--- src/rtl/fp16_pkg.sv ---
// fp16_pkg
// Shared definitions for the FP16 issue controller:
//   - fp16_op_e       : request opcode encoding (ADD, SUB, MUL, RSVD)
//   - issue_state_e   : issue controller FSM states
//   - FP16_CANON_QNAN : canonical quiet NaN returned for invalid operations
//   - FLAG_*          : bit positions inside the {NV,DZ,OF,UF,NX} flag vector
//   - fp16_class_t    : operand classification, filled in by fp16_classify()
package fp16_pkg;

  typedef enum logic [1:0] {
    OP_ADD  = 2'd0,
    OP_SUB  = 2'd1,
    OP_MUL  = 2'd2,
    OP_RSVD = 2'd3
  } fp16_op_e;

  typedef enum logic [2:0] {
    ST_IDLE,
    ST_CLASSIFY,
    ST_DISPATCH,
    ST_WAIT,
    ST_RESP
  } issue_state_e;

  localparam logic [15:0] FP16_CANON_QNAN = 16'h7E00;

  localparam int FLAG_NV = 4;
  localparam int FLAG_DZ = 3;
  localparam int FLAG_OF = 2;
  localparam int FLAG_UF = 1;
  localparam int FLAG_NX = 0;

  typedef struct packed {
    logic sign;
    logic is_qnan;
    logic is_snan;
    logic is_zero;
    logic is_inf;
    logic is_sub;
    logic is_norm;
  } fp16_class_t;

  // The quiet bit is the top mantissa bit; a NaN with it clear is signalling.
  function automatic fp16_class_t fp16_classify(input logic [15:0] x);
    fp16_class_t c;
    logic exp_max;
    logic exp_zero;
    logic man_zero;
    exp_max   = (x[14:10] == 5'h1F);
    exp_zero  = (x[14:10] == 5'h00);
    man_zero  = (x[9:0] == 10'h000);
    c.sign    = x[15];
    c.is_qnan = exp_max && !man_zero && x[9];
    c.is_snan = exp_max && !man_zero && !x[9];
    c.is_inf  = exp_max && man_zero;
    c.is_zero = exp_zero && man_zero;
    c.is_sub  = exp_zero && !man_zero;
    c.is_norm = !exp_max && !exp_zero;
    return c;
  endfunction

endpackage

--- src/rtl/fp16_rr_arb.sv ---
// fp16_rr_arb
// Round-robin arbiter for the issue controller. The search for the next
// winner starts one position after the last granted requester and wraps.
// Ports:
//   clk, rst_n  : clock, asynchronous active-low reset
//   req         : request vector (already qualified by the caller)
//   update      : pulse when the current grant is actually taken
//   grant       : one-hot grant (all zero when nothing requests)
//   grant_idx   : index of the granted requester
//   grant_any   : at least one requester is granted
module fp16_rr_arb #(
  parameter int NREQ = 2,
  parameter int ID_W = $clog2(NREQ)
) (
  input  logic            clk,
  input  logic            rst_n,
  input  logic [NREQ-1:0] req,
  input  logic            update,
  output logic [NREQ-1:0] grant,
  output logic [ID_W-1:0] grant_idx,
  output logic            grant_any
);

  logic [ID_W-1:0] last_grant;
  logic [ID_W:0]   cand;

  // Walk from the farthest candidate to the nearest one so the nearest
  // requester after last_grant overwrites any earlier hit.
  always_comb begin
    grant     = '0;
    grant_idx = '0;
    grant_any = 1'b0;
    cand      = '0;
    for (int i = NREQ; i >= 1; i--) begin
      cand = {1'b0, last_grant} + (ID_W+1)'(i);
      if (cand >= (ID_W+1)'(NREQ)) begin
        cand = cand - (ID_W+1)'(NREQ);
      end
      if (req[cand[ID_W-1:0]]) begin
        grant_idx = cand[ID_W-1:0];
        grant_any = 1'b1;
      end
    end
    if (grant_any) begin
      grant[grant_idx] = 1'b1;
    end
  end

  // Starting at NREQ-1 makes requester 0 the first winner after reset.
  always_ff @(posedge clk or negedge rst_n) begin
    if (!rst_n) begin
      last_grant <= ID_W'(NREQ - 1);
    end else if (update) begin
      last_grant <= grant_idx;
    end
  end

endmodule

--- src/rtl/fp16_issue_ctrl.sv ---
// fp16_issue_ctrl
// Issue controller for the FP16 arithmetic unit. Arbitrates add/sub/mul
// requests from NREQ requesters, resolves special operands locally and sends
// the rest to the shared multi-cycle execution unit. One operation in flight.
// Ports:
//   clk, rst_n                 : clock, asynchronous active-low reset
//   req_valid/req_ready        : per-requester request handshake
//   req_op, req_a, req_b       : per-requester op (2b) and FP16 operands
//   ex_valid/ex_ready          : dispatch handshake to the execution unit
//   ex_op, ex_a, ex_b          : captured op and operands
//   ex_rsp_valid/result/flags  : execution unit result pulse
//   rsp_valid/rsp_ready        : response handshake
//   rsp_id, rsp_result, rsp_flags : requester index, result, {NV,DZ,OF,UF,NX}
//   busy                       : controller is not idle
// Configuration macro FP16_SPECIAL_BYPASS_EN: when defined, NaN/inf/zero
// operand cases are resolved here; otherwise only the reserved op is.
module fp16_issue_ctrl
  import fp16_pkg::*;
#(
  parameter int NREQ = 2,
  parameter int ID_W = $clog2(NREQ)
) (
  input  logic               clk,
  input  logic               rst_n,
  input  logic [NREQ-1:0]    req_valid,
  output logic [NREQ-1:0]    req_ready,
  input  logic [2*NREQ-1:0]  req_op,
  input  logic [16*NREQ-1:0] req_a,
  input  logic [16*NREQ-1:0] req_b,
  output logic               ex_valid,
  input  logic               ex_ready,
  output logic [1:0]         ex_op,
  output logic [15:0]        ex_a,
  output logic [15:0]        ex_b,
  input  logic               ex_rsp_valid,
  input  logic [15:0]        ex_rsp_result,
  input  logic [4:0]         ex_rsp_flags,
  output logic               rsp_valid,
  input  logic               rsp_ready,
  output logic [ID_W-1:0]    rsp_id,
  output logic [15:0]        rsp_result,
  output logic [4:0]         rsp_flags,
  output logic               busy
);

  issue_state_e    state, state_next;
  logic [NREQ-1:0] arb_req;
  logic [NREQ-1:0] grant;
  logic [ID_W-1:0] grant_idx;
  logic            grant_any;
  logic            accept;
  logic            special_hit;
  logic [15:0]     special_result;
  logic [4:0]      special_flags;

  // Requests are only visible to the arbiter while idle, so req_ready is
  // naturally zero in every other state.
  assign arb_req   = (state == ST_IDLE) ? req_valid : '0;
  assign accept    = (state == ST_IDLE) && grant_any;
  assign req_ready = grant;

  fp16_rr_arb #(.NREQ(NREQ), .ID_W(ID_W)) u_arb (
    .clk       (clk),
    .rst_n     (rst_n),
    .req       (arb_req),
    .update    (accept),
    .grant     (grant),
    .grant_idx (grant_idx),
    .grant_any (grant_any)
  );

`ifdef FP16_SPECIAL_BYPASS_EN
  fp16_class_t ca, cb;
  logic        sb_eff;
  logic        is_add;
  assign ca     = fp16_classify(ex_a);
  assign cb     = fp16_classify(ex_b);
  assign sb_eff = cb.sign ^ (ex_op == OP_SUB);
  assign is_add = (ex_op == OP_ADD) || (ex_op == OP_SUB);
`endif

  // Special-case resolution on the captured operands, first match wins.
  // SUB is handled as ADD with the sign of b inverted.
  always_comb begin
    special_hit    = 1'b0;
    special_result = FP16_CANON_QNAN;
    special_flags  = '0;
    if (ex_op == OP_RSVD) begin
      special_hit            = 1'b1;
      special_flags[FLAG_NV] = 1'b1;
    end
`ifdef FP16_SPECIAL_BYPASS_EN
    else if (ca.is_snan || cb.is_snan) begin
      special_hit            = 1'b1;
      special_flags[FLAG_NV] = 1'b1;
    end else if (ca.is_qnan || cb.is_qnan) begin
      special_hit = 1'b1;
    end else if (is_add) begin
      if (ca.is_inf && cb.is_inf && (ca.sign != sb_eff)) begin
        special_hit            = 1'b1;
        special_flags[FLAG_NV] = 1'b1;
      end else if (ca.is_inf) begin
        special_hit    = 1'b1;
        special_result = {ca.sign, 15'h7C00};
      end else if (cb.is_inf) begin
        special_hit    = 1'b1;
        special_result = {sb_eff, 15'h7C00};
      end
    end else begin
      if ((ca.is_inf && cb.is_zero) || (ca.is_zero && cb.is_inf)) begin
        special_hit            = 1'b1;
        special_flags[FLAG_NV] = 1'b1;
      end else if (ca.is_inf || cb.is_inf) begin
        special_hit    = 1'b1;
        special_result = {ca.sign ^ cb.sign, 15'h7C00};
      end else if (ca.is_zero || cb.is_zero) begin
        special_hit    = 1'b1;
        special_result = {ca.sign ^ cb.sign, 15'h0000};
      end
    end
`endif
  end

  always_ff @(posedge clk or negedge rst_n) begin
    if (!rst_n) begin
      state <= ST_IDLE;
    end else begin
      state <= state_next;
    end
  end

  // ex_rsp_valid only matters in WAIT; pulses seen elsewhere are dropped.
  always_comb begin
    state_next = state;
    case (state)
      ST_IDLE:     if (grant_any) state_next = ST_CLASSIFY;
      ST_CLASSIFY: state_next = special_hit ? ST_RESP : ST_DISPATCH;
      ST_DISPATCH: if (ex_valid && ex_ready) state_next = ST_WAIT;
      ST_WAIT:     if (ex_rsp_valid) state_next = ST_RESP;
      ST_RESP:     if (rsp_valid && rsp_ready) state_next = ST_IDLE;
      default:     state_next = ST_IDLE;
    endcase
  end

  // Status outputs are registered from the next state so they line up with
  // the state they describe without any combinational path to the ports.
  always_ff @(posedge clk or negedge rst_n) begin
    if (!rst_n) begin
      ex_valid   <= 1'b0;
      rsp_valid  <= 1'b0;
      busy       <= 1'b0;
      ex_op      <= '0;
      ex_a       <= '0;
      ex_b       <= '0;
      rsp_id     <= '0;
      rsp_result <= '0;
      rsp_flags  <= '0;
    end else begin
      ex_valid  <= (state_next == ST_DISPATCH);
      rsp_valid <= (state_next == ST_RESP);
      busy      <= (state_next != ST_IDLE);
      if (accept) begin
        ex_op  <= req_op[2*grant_idx +: 2];
        ex_a   <= req_a[16*grant_idx +: 16];
        ex_b   <= req_b[16*grant_idx +: 16];
        rsp_id <= grant_idx;
      end
      if ((state == ST_CLASSIFY) && special_hit) begin
        rsp_result <= special_result;
        rsp_flags  <= special_flags;
      end
      if ((state == ST_WAIT) && ex_rsp_valid) begin
        rsp_result <= ex_rsp_result;
        rsp_flags  <= ex_rsp_flags;
      end
    end
  end

endmodule

--- config.mk ---
export PLATFORM = sky130hd
export DESIGN_NAME = fp16_issue_ctrl
export DESIGN_NICKNAME = d
export VERILOG_FILES = /design/src/rtl/fp16_pkg.sv /design/src/rtl/fp16_rr_arb.sv /design/src/rtl/fp16_issue_ctrl.sv
export SDC_FILE = /design/constraint.sdc
export NUM_CORES = 1
export LEC_CHECK = 0
export CORE_MARGIN = 3
export CORE_UTILIZATION = 36
export CTS_BUF_LIST = sky130_fd_sc_hd__clkbuf_8
export DETAILED_ROUTE_END_ITERATION = 10
export PLACE_DENSITY = 0.79
export SYNTH_ARGS = -nofsm -noshare
export SYNTH_HDL_FRONTEND = slang
export SYNTH_SLANG_ARGS = --single-unit
--- constraint.sdc ---
create_clock -name clk -period 1.57 [get_ports clk]
set_clock_uncertainty 0.05 [all_clocks]
set_input_delay 0.314 -clock clk [delete_from_list [all_inputs] [get_ports clk]]
set_output_delay 0.314 -clock clk [all_outputs]
set_load 0.005 [all_outputs]
* Yosys cells after proc, flatten, opt, wreduce, memory -nomap -nowiden
Index checks and enable logic that the tools add are counted.
W data, S select, Z words.
** Word-level totals
- Flip-flop bits (word level) :: 63
- Bits of input ports :: 96
- Output and inout bits :: 61
- Logic and storage cells :: 65
** Cells by class
- Add/sub/neg operators :: 4
- $lt $le $gt $ge :: 6
- Eq/ne operators :: 7
- Shifts and indexed selects :: 3
- Multiplexer cells :: 25
- Reduce and logical (&&, ||, !) cells :: 9
** Operators by type and width (count)
- $shiftx A32 B6 Y16 :: 2
- $mux W16 :: 2
- $mux W3 :: 5
- $pmux W3 S5 :: 1
- $mux W1 :: 12
- $mux W5 :: 2
- $eq A3 B2 Y1 const B :: 3
- $eq A3 B3 Y1 const B :: 2
- $logic_and A1 B1 Y1 :: 6
- $lt A1 B2 Y1 const B :: 3
- $ge A2 B2 Y1 const B :: 2
- $mux W2 :: 2
- $shiftx A4 B3 Y2 :: 1
- $eq A3 B1 Y1 const B :: 1
- $logic_not A3 Y1 :: 1
- $reduce_bool A3 Y1 :: 1
- $add A1 B1 Y2 const B :: 1
- $add A1 B2 Y2 const B :: 1
- $eq A2 B2 Y1 const B :: 1
- $reduce_bool A2 Y1 :: 1
- $sub A1 B1 Y1 const B :: 2
- $demux W1 S1 :: 1
- $ge A1 B1 Y1 const B :: 1

* Depth between registers and ports, before layout
- Word-level depth :: 12
- Depth in mapped cells :: 6
- Mapped depth without buffers :: 3

* Modules after synthesis
A second synthesis with hierarchy kept.
** Second synthesis, totals
- Cells, all modules :: 240
- Area total of the unflattened synthesis :: 2748.9 sq um
** By module, submodules not included
- fp16_issue_ctrl :: instances 1, cells each 233, area an instance 2671.3 sq um, sequential area each 1551.5 sq um
- fp16_rr_arb :: instances 1, cells each 7, area an instance 77.6 sq um, sequential area each 26.3 sq um

* Worst setup path after synthesis
No wires, ideal clock.
- Path kind :: register to register
- Start :: register state[1]
- End :: register rsp_flags[0]
- Library setup time :: 0.121 ns
- Arrival :: 1.297 ns
- Required time :: 1.399 ns
- Setup slack :: 0.102 ns
- Cell stages (with the launch flop) :: 7
- Buffers on the path :: 3
- Period minus slack after synthesis :: 1.468 ns
- Path through :: dfrtp_1 > buf_6 > and2_1 > and2_0 > buf_2 > buf_2 > a22o_1
** Between the ends
- Longest elaborated chain between the ends :: 3
- Elaborated cells on any way between the ends :: 6
- Classes of those cells :: eq/ne: 2; mux: 1; reduce/logical: 3
** Ends and longest elaborated chain
- start: declaration :: line fp16_issue_ctrl.sv:46 : issue_state_e state, state_next;
- start signal: assignment :: line fp16_issue_ctrl.sv:128 : state <= state_next;
- $eq A3 B2 Y1 or $eq A3 B1 Y1 (tied branches) :: line fp16_issue_ctrl.sv:172, fp16_issue_ctrl.sv:168
- $logic_and A1 B1 Y1 (on tied branches) :: line fp16_issue_ctrl.sv:172, fp16_issue_ctrl.sv:168
- $mux W5 or $reduce_bool A2 Y1 (tied branches)
- end signal: assignment :: line fp16_issue_ctrl.sv:170 : rsp_flags <= special_flags;
- end signal: assignment :: line fp16_issue_ctrl.sv:174 : rsp_flags <= ex_rsp_flags;
- end: declaration :: line fp16_issue_ctrl.sv:42 : output logic [4:0] rsp_flags,
Several ways; a longest one is shown, not always the timed one.
A chain may end at the register's enable or synchronous reset.

* Worst setup path after layout
- Start :: register state[1]
- End :: register ex_op[0]
** Between the ends
- Longest elaborated chain between the ends :: 7
- Elaborated cells on any way between the ends :: 12
- Classes of those cells :: shift: 1; mux: 9; reduce/logical: 2
** Ends and longest elaborated chain
- $logic_not A3 Y1 * :: line fp16_issue_ctrl.sv:58, fp16_issue_ctrl.sv:59
- $mux W2 :: line fp16_issue_ctrl.sv:58 : assign arb_req = (state == ST_IDLE) ? req_valid : '0;
- $mux W1 (not written as such) (2 in a row) :: line fp16_rr_arb.sv:39 : if (req[cand[ID_W-1:0]]) begin
- $mux W1 (2 in a row) :: line fp16_rr_arb.sv:39
- $shiftx A4 B3 Y2 or $logic_and A1 B1 Y1 (tied branches) :: line fp16_issue_ctrl.sv:163, fp16_issue_ctrl.sv:59
- end signal: assignment :: line fp16_issue_ctrl.sv:163 : ex_op <= req_op[2*grant_idx +: 2];
- end: declaration :: line fp16_issue_ctrl.sv:32 : output logic [1:0] ex_op,
Mark *: on every way between the ends. The rest lies on a longest branch, timed or not. The select of a mux whose other input is x is not followed.

==> results.rst <==
.. list-table::
   :header-rows: 1

   * - Metric
     - Value
   * - Synth top cells by count
     - 62 x dfrtp_1, 36 x nand3b_1, 30 x o221a_2
   * - Synth warnings
     - 0
   * - Period minus WS final
     - 1.66 ns
   * - Detailed placement HPWL
     - 5920 microns
   * - RR Startpoint
     - state[1]
   * - Count of unique library cells instantiated by Yosys
     - 35
   * - Most used flip-flop cell after synthesis
     - dfrtp_1
   * - Placeable core region
     - ~7400 sq um
   * - Origin of the worst setup path
     - state[1]
   * - Share of final-layout standard cells stronger than drive strength 1
     - 25.8%
   * - Most used standard cell by instance count after synthesis
     - dfrtp_1
   * - Cell area after technology mapping
     - roughly 2800 sq um
   * - Number of buffers inserted by port buffering
     - 156
   * - Worst path required time
     - 1.78 ns
   * - Met2 Wirelength
     - 4660 microns
   * - Placer's final routability congestion estimate
     - around 0.8
   * - Number of antenna violations at the first check in global routing
     - 0
   * - Floorplan die width
     - 93.9 microns
   * - Area contributors post-synth
     - dfrtp_1 56%, o221a_2 12%, nand3b_1 9.7%
   * - Async set-reset flop share out of synthesis
     - 100%
   * - Layout area overhead
     - 83.3%
   * - Worst ir drop on vdd
     - just under 800 uV
   * - Final setup violating endpoints
     - 29
   * - Final critical-path share of the clock period
     - 106%
   * - Cell row count
     - 31
   * - Yosys top cell by area
     - dfrtp_1
   * - Number of enable-type register cells in the synthesized netlist
     - 0
   * - Number of remaining DRC errors
     - 0
   * - Worst Reg2Reg Path Length in Cells
     - 5
   * - Cell chosen for the clock root
     - clkbuf_8
   * - Wire length of the first global-routing pass
     - 13400 microns
   * - Number of storage elements in the synthesis netlist
     - 63
   * - Fmax
     - between 600 and 700 MHz
   * - Mean number of vias per cell
     - 5.14
   * - Post-layout nets
     - 498
   * - Number of failing hold endpoints at the final stage
     - 0
   * - Wire length on met3
     - 568 microns
   * - RSZ-0062 raised after global routing
     - yes
   * - Clock-pin slew on the worst setup and hold paths
     - around 0.07 ns
   * - CP arrival
     - 1.88 ns
   * - Failing checks
     - setup timing
   * - Total global routing overflow
     - 0
   * - Worst-path maximum fanout
     - 7
   * - Insertion delay of the later-clocked pin in the worst-skew pair
     - 0.33 ns
   * - Filler cell count in the final layout
     - 575
   * - Worst hold-check slack
     - 0.432 ns
   * - H-tree level count
     - 3
   * - Initial Util
     - 37.7%
   * - Reg2reg setup slack
     - -0.09 ns
   * - Last element of the critical path
     - ex_op[0]
   * - DIE HEIGHT
     - 93.9 microns
   * - Antenna diode count
     - 0
   * - Max Cap Violations
     - 0
   * - Worst slew slack as a fraction of its limit
     - 69.8%
   * - Total nets after synthesis
     - 306
   * - Met1 layer wirelength in the final routing
     - between 3000 and 4000 microns
   * - Crit Reg-Reg Endpoint
     - ex_op[0]
   * - Clock buffers created by TritonCTS
     - 9
   * - Critical setup path kind
     - reg -> reg
   * - HP Class
     - in -> async
   * - Drt total wl
     - 9100 microns
   * - Global-route usage over all layers
     - around a fifth
   * - Vias in the first global route
     - 2724
   * - Outcome
     - finished, violations left
   * - CTS tree
     - yes
   * - Clk sinks
     - 63
   * - Count of routing violations after the opening detailed-route iteration
     - 73
   * - Final count of pins violating max slew
     - 0
   * - Average routed wire per standard cell
     - 18.0 microns
   * - Avg Inst Size Synth
     - 13.2 sq um
   * - Area share of the leading cell type in the synthesized netlist
     - 55.8%
   * - Top Metal Used
     - met4
   * - Number of search-and-repair iterations in the first detailed-routing pass
     - 4
   * - Startpoint Class
     - register
   * - Die outline area
     - roughly 8800 sq um
   * - Pleak
     - 0.00225 uW
   * - Power Density
     - roughly 1700 nW/um^2
   * - I/O pin count
     - approximately 160
   * - Transition time at the pin with the least slew margin
     - about 0.45 ns
   * - PnR worst setup slack
     - -0.0925 ns
   * - Number of vias in the routed layout
     - 2600
   * - Maximum number of pins on one net before global-route repair
     - 36
   * - Post-synthesis instance total
     - 210
   * - Kind of end point of the critical path
     - register
   * - Worst-case clock buffer depth
     - 2
   * - Power consumption
     - 8840 uW
   * - Post-synthesis sequential area ratio
     - about 57%
   * - Post-detailed-route count of antenna-violating nets
     - 0
[routing by layer]
layer	GRT usage, %	up-vias
met4	7.82	0
li1	-	1214
met5	0	-
met1	24.5	1260
met2	33.2	109
met3	4.73	17
[layout by cell type, fill, tap and decap left out, types with 2 or more instances in the layout]
master and instances:
dlygate4sd2_1 34, dlymetal6s2s_1 17, nand3b_1 36, dfrtp_1 62
buf_12 3, a21oi_1 4, buf_6 7, buf_4 30
clkdlybuf4s50_1 102, buf_2 2, nor2_4 4, nand2_1 9
o221a_2 17, o22a_1 7, clkbuf_8 14, o221a_1 4
o221a_4 13, a22o_1 14, o21ai_0 2
[sequential cells by signal, summed over array words and instances, names as in the netlist]
register and flops:
ex_valid 1, ex_a 16, rsp_valid 1, rsp_result 16
ex_b 16, state 3, busy 1, ex_op 2
u_arb.last_grant 1, rsp_id 1, rsp_flags 5
[metrics by stage]
stage | utilization (%) | setup TNS (ns) | instances | area [sq um] | setup slack (ns)
floorplan | - | 0 | 210 | 2780 | 0.102
global placement | 61.0 | -13.83 | 462 | 4490 | -0.445
detailed placement | 61.0 | -14.59 | 462 | 4490 | -0.467
CTS | 65.6 | -1.96 | 494 | 4840 | -0.0883
global route | 69.2 | -3.80 | 506 | 5100 | -0.147
finish | 69.2 | -1.89 | 506 | 5100 | -0.0925
[final cells by class]
cell class              instances  area [sq um]  share of cell area, %
clock buffers                  14           193                   3.78
clock inverters                 2          35.0                  0.687
inverters                       1          3.75                 0.0737
multi-input cells             131          1250                   24.5
flip-flops and latches         63          1580                   31.0
well taps                      99           124                   2.43
repair buffers                196          1920                   37.6
[cell families (layout without fill, tap and decap cells)]
kind of cell / after synthesis / after routing / synth area share, %
flops: 63 / 63 / 56.8
simple gates: 62 / 65 / 15.6
buf+inv: 19 / 213 / 4.64
compound gates: 66 / 66 / 23.0
[report_power, final]
group          switching (uW)  internal, uW
Combinational            1780          2700
Clock                     595           948
Sequential                443          2380
Total                    2820          6030
[repair_timing]
action,in CTS,in global routing
setup endpoints to repair,75,66
resized for setup,51,34
pin swaps,15,21
endpoints found under the hold margin,16,0
gates cloned,2,1
hold buffers,1,0
setup buffers,13,11
[worst min path at each step]
stage          start              to  slack [ns]  cells past startpoint
2_1_floorplan  rst_n            busy       -0.03                      0
3_3_place_gp   rst_n  rsp_result[12]        0.22                      1
3_5_place_dp   rst_n  rsp_result[12]        0.23                      1
4_1_cts        rst_n  rsp_result[12]        0.41                      2
5_1_grt        rst_n   rsp_result[4]        0.46                      2
6_report       rst_n  rsp_result[12]        0.43                      2
[critical path: stages (launching register included)]
cell and delay (ns):
dfrtp_1 0.42, buf_6 0.14, or3_4 0.47, nor2_4 0.19
buf_6 0.16, o221a_1 0.17
No activity file was read; power rests on OpenSTA's default activity.
